$ cat src/rtl/nco_voice_acc.sv
// Time-multiplexed phase accumulator: one acc per voice, advanced by the ROM step on each sample tick.
// Latency: first phase_valid 3 cycles after sample_tick; VOICES back-to-back strobes; sweep holds busy VOICES+1 cycles.
// No backpressure: ticks arriving while busy are dropped and flagged via sticky overrun.
// Optional build macro NCO_PHASE_RESET_ON_NOTE_EN: gate 0->1 note write clears that voice's accumulator.

module nco_voice_acc #(
  parameter int VOICES = 8,
  parameter int VIDX_W = 3,
  parameter int ACC_W  = 24,
  parameter int OUT_W  = 16
) (
  input  logic              clk,
  input  logic              rst_n,
  input  logic              sample_tick,
  input  logic              note_we,
  input  logic [VIDX_W-1:0] note_voice,
  input  logic [6:0]        note_num,
  input  logic              note_gate,
  output logic              rom_ce,
  output logic [6:0]        rom_a,
  input  logic [15:0]       rom_d,
  output logic              phase_valid,
  output logic [VIDX_W-1:0] phase_voice,
  output logic [OUT_W-1:0]  phase_out,
  output logic              gate_out,
  output logic              busy,
  output logic              overrun
);

  typedef enum logic [1:0] {
    ST_IDLE  = 2'd0,
    ST_RUN   = 2'd1,
    ST_DRAIN = 2'd2
  } state_t;

  state_t state, state_nxt;

  // sweep voice counter
  logic [VIDX_W-1:0] vidx, vidx_nxt;
  logic              last_voice;
  logic              issue;

  // per-voice note/gate table and accumulators
  logic [6:0]        note_tbl [VOICES];
  logic [VOICES-1:0] gate_tbl;
  logic [ACC_W-1:0]  acc      [VOICES];

  // issue stage: voice whose ROM read is in flight
  logic              iss_vld;
  logic [VIDX_W-1:0] iss_voice;
  logic              iss_gate;

  // accumulate-cycle datapath
  logic [ACC_W-1:0]  acc_sel;
  logic [ACC_W-1:0]  acc_new;

  logic [6:0]        rom_a_q;
  logic              ovr_q;

`ifdef NCO_PHASE_RESET_ON_NOTE_EN
  logic              phase_clr;
`endif

  assign last_voice = (vidx == VIDX_W'(VOICES - 1));

  // FSM state and sweep counter register
  always_ff @(posedge clk or negedge rst_n) begin
    if (!rst_n) begin
      state <= ST_IDLE;
      vidx  <= '0;
    end else begin
      state <= state_nxt;
      vidx  <= vidx_nxt;
    end
  end

  // FSM next state: IDLE waits for a tick, RUN issues one voice per cycle, DRAIN finishes the last accumulate
  always_comb begin
    state_nxt = state;
    vidx_nxt  = vidx;
    issue     = 1'b0;
    case (state)
      ST_IDLE: begin
        if (sample_tick) begin
          state_nxt = ST_RUN;
          vidx_nxt  = '0;
        end
      end
      ST_RUN: begin
        issue    = 1'b1;
        vidx_nxt = vidx + VIDX_W'(1);
        if (last_voice) begin
          state_nxt = ST_DRAIN;
        end
      end
      ST_DRAIN: begin
        state_nxt = ST_IDLE;
      end
      default: begin
        state_nxt = ST_IDLE;
      end
    endcase
  end

  // ROM address follows the issuing voice's note and holds outside RUN
  assign rom_ce  = issue;
  assign rom_a   = issue ? note_tbl[vidx] : rom_a_q;
  assign busy    = (state != ST_IDLE);
  assign overrun = ovr_q;

  // last driven ROM address, so rom_a stays stable between sweeps
  always_ff @(posedge clk or negedge rst_n) begin
    if (!rst_n) begin
      rom_a_q <= '0;
    end else if (issue) begin
      rom_a_q <= note_tbl[vidx];
    end
  end

  // sticky overrun: any tick seen while a sweep (including DRAIN) is active
  always_ff @(posedge clk or negedge rst_n) begin
    if (!rst_n) begin
      ovr_q <= 1'b0;
    end else if (sample_tick && busy) begin
      ovr_q <= 1'b1;
    end
  end

  // issue stage: capture voice and gate at issue so table writes in that cycle only affect the next sweep
  always_ff @(posedge clk or negedge rst_n) begin
    if (!rst_n) begin
      iss_vld   <= 1'b0;
      iss_voice <= '0;
      iss_gate  <= 1'b0;
    end else begin
      iss_vld <= issue;
      if (issue) begin
        iss_voice <= vidx;
        iss_gate  <= gate_tbl[vidx];
      end
    end
  end

  // note/gate table write port, accepted in any state
  always_ff @(posedge clk or negedge rst_n) begin
    if (!rst_n) begin
      for (int i = 0; i < VOICES; i++) begin
        note_tbl[i] <= '0;
      end
      gate_tbl <= '0;
    end else if (note_we) begin
      note_tbl[note_voice] <= note_num;
      gate_tbl[note_voice] <= note_gate;
    end
  end

  // step is zero-extended; a released voice keeps its phase frozen
  always_comb begin
    acc_sel = acc[iss_voice];
    acc_new = acc_sel;
    if (iss_gate) begin
      acc_new = acc_sel + {{(ACC_W-16){1'b0}}, rom_d};
    end
  end

`ifdef NCO_PHASE_RESET_ON_NOTE_EN
  assign phase_clr = note_we && note_gate && !gate_tbl[note_voice];
`endif

  // accumulator bank: one voice updated per accumulate cycle; a note-on clear (if built in) takes priority
  always_ff @(posedge clk or negedge rst_n) begin
    if (!rst_n) begin
      for (int i = 0; i < VOICES; i++) begin
        acc[i] <= '0;
      end
    end else begin
      for (int i = 0; i < VOICES; i++) begin
        if (iss_vld && (iss_voice == VIDX_W'(i))) begin
          acc[i] <= acc_new;
        end
`ifdef NCO_PHASE_RESET_ON_NOTE_EN
        if (phase_clr && (note_voice == VIDX_W'(i))) begin
          acc[i] <= '0;
        end
`endif
      end
    end
  end

  // registered output stream, one strobe per voice the cycle after its accumulate
  always_ff @(posedge clk or negedge rst_n) begin
    if (!rst_n) begin
      phase_valid <= 1'b0;
      phase_voice <= '0;
      phase_out   <= '0;
      gate_out    <= 1'b0;
    end else begin
      phase_valid <= iss_vld;
      if (iss_vld) begin
        phase_voice <= iss_voice;
        phase_out   <= acc_new[ACC_W-1 -: OUT_W];
        gate_out    <= iss_gate;
      end
    end
  end

endmodule

$ cat config.mk
export PLATFORM = sky130hd
export DESIGN_NAME = nco_voice_acc
export DESIGN_NICKNAME = d
export VERILOG_FILES = /design/src/rtl/nco_voice_acc.sv
export SDC_FILE = /design/constraint.sdc
export NUM_CORES = 1
export LEC_CHECK = 0
export ABC_AREA = 0
export CAP_MARGIN = 20
export CORE_MARGIN = 1.5
export CORE_UTILIZATION = 25
export DETAILED_ROUTE_END_ITERATION = 12
export PLACE_DENSITY_LB_ADDON = 0.08
export SLEW_MARGIN = 20
export SYNTH_ARGS = -nofsm -noshare
export SYNTH_HDL_FRONTEND = slang
export SYNTH_SLANG_ARGS = --single-unit
$ cat constraint.sdc
create_clock -name clk -period 5.5 [get_ports clk]
set_input_delay 0.825 -clock clk [delete_from_list [all_inputs] [get_ports clk]]
set_output_delay 0.825 -clock clk [all_outputs]
set_load 0.01 [all_outputs]
==> flow_summary.yaml <==
status:
  status: "complete, no violations"
pwr:
  peakVddDrop_v: 0.0002842
  power_density_mw_per_mm2: 704.4
  clkPwrFrac_pct: 21.7
  p_sw_mw: 4.728
  seq_power_share_pct: 32.5
  power.internal_mw: 6.923
  p_comb_share_pct: 45.8
  p_leak_nw: 7.007
  switching_share_pct: 40.58
global_route:
  grt.busiest_layer: "met2"
  use_met2_pct: 22.02
  use_met3_pct: 2.328
  antenna_found_initial: 2
  grt_pass1_wl_um: 60990
  met1_usage_pct: 19.75
  grtUsageTotal_pct: 14.02
  grt_max_degree: 95
  grt_pass1_vias: 9648
  overflow: 0
logic_synthesis:
  yosysWarnings: 0
  syn_area_sq_mm: 0.01397
  syn_nets: 1272
  synth_top_area_cell: "dfrtp_1"
  synth-main-ff-cell: "dfrtp_1"
  synth_enable_flop_cells: 0
  synth_top_area_share_pct: 52.86
  yosysMostFrequentCell: "dfrtp_1"
  ys_top_cells_by_count: "dfrtp_1 (295), nand2_1 (242), o21ai_0 (210)"
  synth_cell_types: 65
  ys_top_cells_by_area: "dfrtp_1 (53%), mux4_2 (9.4%), o21ai_0 (7.5%)"
  synth_cells: 1222
  ys_ff_latch: 295
  syn_area_per_cell_sq_um: 11.43
  synthArstFlopShare_pct: 100.0
  synth-seq-area-share_pct: 52.86
critical_path:
  crit_path_max_incr_delay_ns: 0.99
  cp_max_fo: 41
  worstSetupPathType: "reg2reg"
  path_cells: "mux4_2 -> mux2_2 -> ha_1 -> nand2_1 -> nor3_1 -> nor3_1 -> a211o_2 -> a211oi_2 -> xor2_1 -> o21ai_0"
  critical_path_required_ns: 5.90
  crit_top_cell: "nor3_1"
  cp-endpoint: "acc[71]$_DFFE_PN0P_"
  r2r_cells: 10
  rrSetupSlack_ns: 0.86
  critPathSlowestCell: "dfrtp_4"
  arrival_ns: 5.04
  startpoint: "iss_voice[0]$_DFFE_PN0P_"
  worst_setup_path_start_kind: "register"
  cp-end-kind: "register"
  timing.rr.start: "iss_voice[0]$_DFFE_PN0P_"
  r2r-end: "acc[71]$_DFFE_PN0P_"
timing:
  tns_ns: 0
  max_freq_ghz: 0.2156
  hold_viol: 0
  fin_crit_ns: 4.637
  rsz0062_at_grt: "no"
  finClkSkew_ns: 0.01707
  finalCritPeriodShare_pct: 84.32
  drv_slew: 0
  timing.slew.headroom_pct: 31.96
  tightest_slew_ns: 1.015
  setup_viol_count_final: 0
routing:
  wl_per_cell_um: 18.87
  first_pass_iters: 4
  drc: 0
  wirelength_um: 38410
  drtAntennaViolNets: 0
  vias: 9163
  avgViaCountPerCell: 4.503
  first_iter_violations: 400
die:
  fp.dieArea_sq_mm: 0.05729
  ios: 62
  dieHeight_um: 239.4
  start_util_pct: 25.30
  die_w_um: 239.4
  row_count: 86
  core-area_sq_mm: 0.05520
placement:
  dp.cells: 1970
  place_hpwl_um: 23400
  portBuffers: 61
  gp_congestion: 0.7486
final_layout:
  fin_cells: 2035
  nFillCells: 5702
  area_growth_pct: 18.43
  nets: 1312
  drive_above_1_share_pct: 19.89
  multi_input_area_sq_mm: 0.006115
  regArea_sq_mm: 0.007388
  insertedDiodeCount: 0
clock_network:
  clkTransAtPathRegs_ns: 0.06
  cts_root_buffer: "clkbuf_16"
  cts_buffers: 38
  cts_resized: 0
  cts_tree: "yes"
  insertion_delay_ns: 0.55
  htree_levels: 2
  cts_setup_buffers: 0
  cts_max_path_buffers: 3
  cts_hold_buf: 0
  clock-sinks: 295
hold_path:
  hold_class: "in2async"
flow_run:
  max_cap_violations: 0
worst min path at each step:
stage / from / endpoint / slack, ns / depth (start not counted)
after floorplan: iss_vld$_DFF_PN0_ / phase_valid$_DFF_PN0_ / 0.35 / 0
after global placement: overrun$_DFFE_PN0P_ / overrun$_DFFE_PN0P_ / 0.44 / 1
after detailed placement: overrun$_DFFE_PN0P_ / overrun$_DFFE_PN0P_ / 0.45 / 1
after CTS: rst_n / acc[132]$_DFFE_PN0P_ / 0.30 / 1
after global routing: rst_n / acc[132]$_DFFE_PN0P_ / 0.34 / 1
final: rst_n / acc[132]$_DFFE_PN0P_ / 0.27 / 1
area by class of cell:
type / count / area share [%]
Inverter: 12 / 0.2723
Timing Repair Buffer: 81 / 4.781
Clock buffer: 56 / 6.945
Multi-Input combinational cell: 834 / 36.97
Tap cell: 748 / 5.659
Sequential cell: 295 / 44.67
Clock inverter: 9 / 0.7035
cells in the final DEF (no fill, tap or decap), drive strengths merged, types with 3 or more instances in the layout:
cell and instances:
a211oi 5, a21o 3, a21oi 29, a22oi 8, a31oi 4, and2 8
buf 21, clkbuf 56, clkdlybuf4s50 60, clkinv 6, dfrtp 295, ha 18
inv 12, mux2 86, mux2i 29, mux4 62, nand2 242, nand2b 6
nand3 9, nand4 8, nand4b 3, nor2 39, nor2b 4, nor3 7
o21ai 216, o21bai 3, o31ai 3, or3 3, xnor2 5, xor2 10
critical path, delay by kind of cell (launching register included):
family | cells | cell delay, ns
multiplexers | 2 | 1.01
AND/OR/NAND/NOR | 3 | 0.56
AO/OA/AOI/OAI | 3 | 0.85
flip-flops | 1 | 0.99
adder cells (fa/ha/maj) | 1 | 0.53
XOR/XNOR | 1 | 0.54
routing by layer:
metal | vias up | part of all wire (%)
met5 | - | 0.034
met4 | 2 | 2.2
met3 | 53 | 3.6
met2 | 133 | 45
met1 | 4553 | 49
li1 | 4422 | -
state kept, by name, indices dropped and copies added, names as in the netlist:
signal	cells
phase_out	16
iss_voice	3
phase_voice	3
state	2
rom_a_q	7
overrun	1
acc	192
gate_tbl	8
iss_gate	1
iss_vld	1
vidx	3
gate_out	1
note_tbl	56
phase_valid	1
cell families after synthesis:
kind of cell / share of synthesized area, %
muxes: 19.12
and+or+nand+nor: 10.20
AOI/OAI and AO/OA: 11.29
buffers and inverters: 3.628
DFF: 52.86
adders and majority gates: 1.756
xor gates and xnor gates: 1.156
stage by stage:
stage	power, mW	util (%)	hold slack (ns)	instance area (sq um)	worst slack (ns)
finish	11.65	29.96	0.2680	16540	0.8626
global route	12.70	29.96	0.3400	16540	0.3994
CTS	11.92	29.96	0.3005	16540	0.7284
detailed placement	9.314	27.67	0.4485	15270	0.7410
global placement	9.279	27.67	0.4415	15270	0.7523
floorplan	7.561	-	0.3519	13970	1.729
power by group through the flow:
stage	clock network, mW	registers [mW]	logic (mW)
2_1_floorplan	0	3.48	4.09
3_3_place_gp	0	3.85	5.43
3_5_place_dp	0	3.85	5.47
4_1_cts	2.63	3.82	5.48
5_1_grt	2.70	3.94	6.06
6_report	2.53	3.79	5.34
Note: power is estimated with default switching activity, not from simulation.
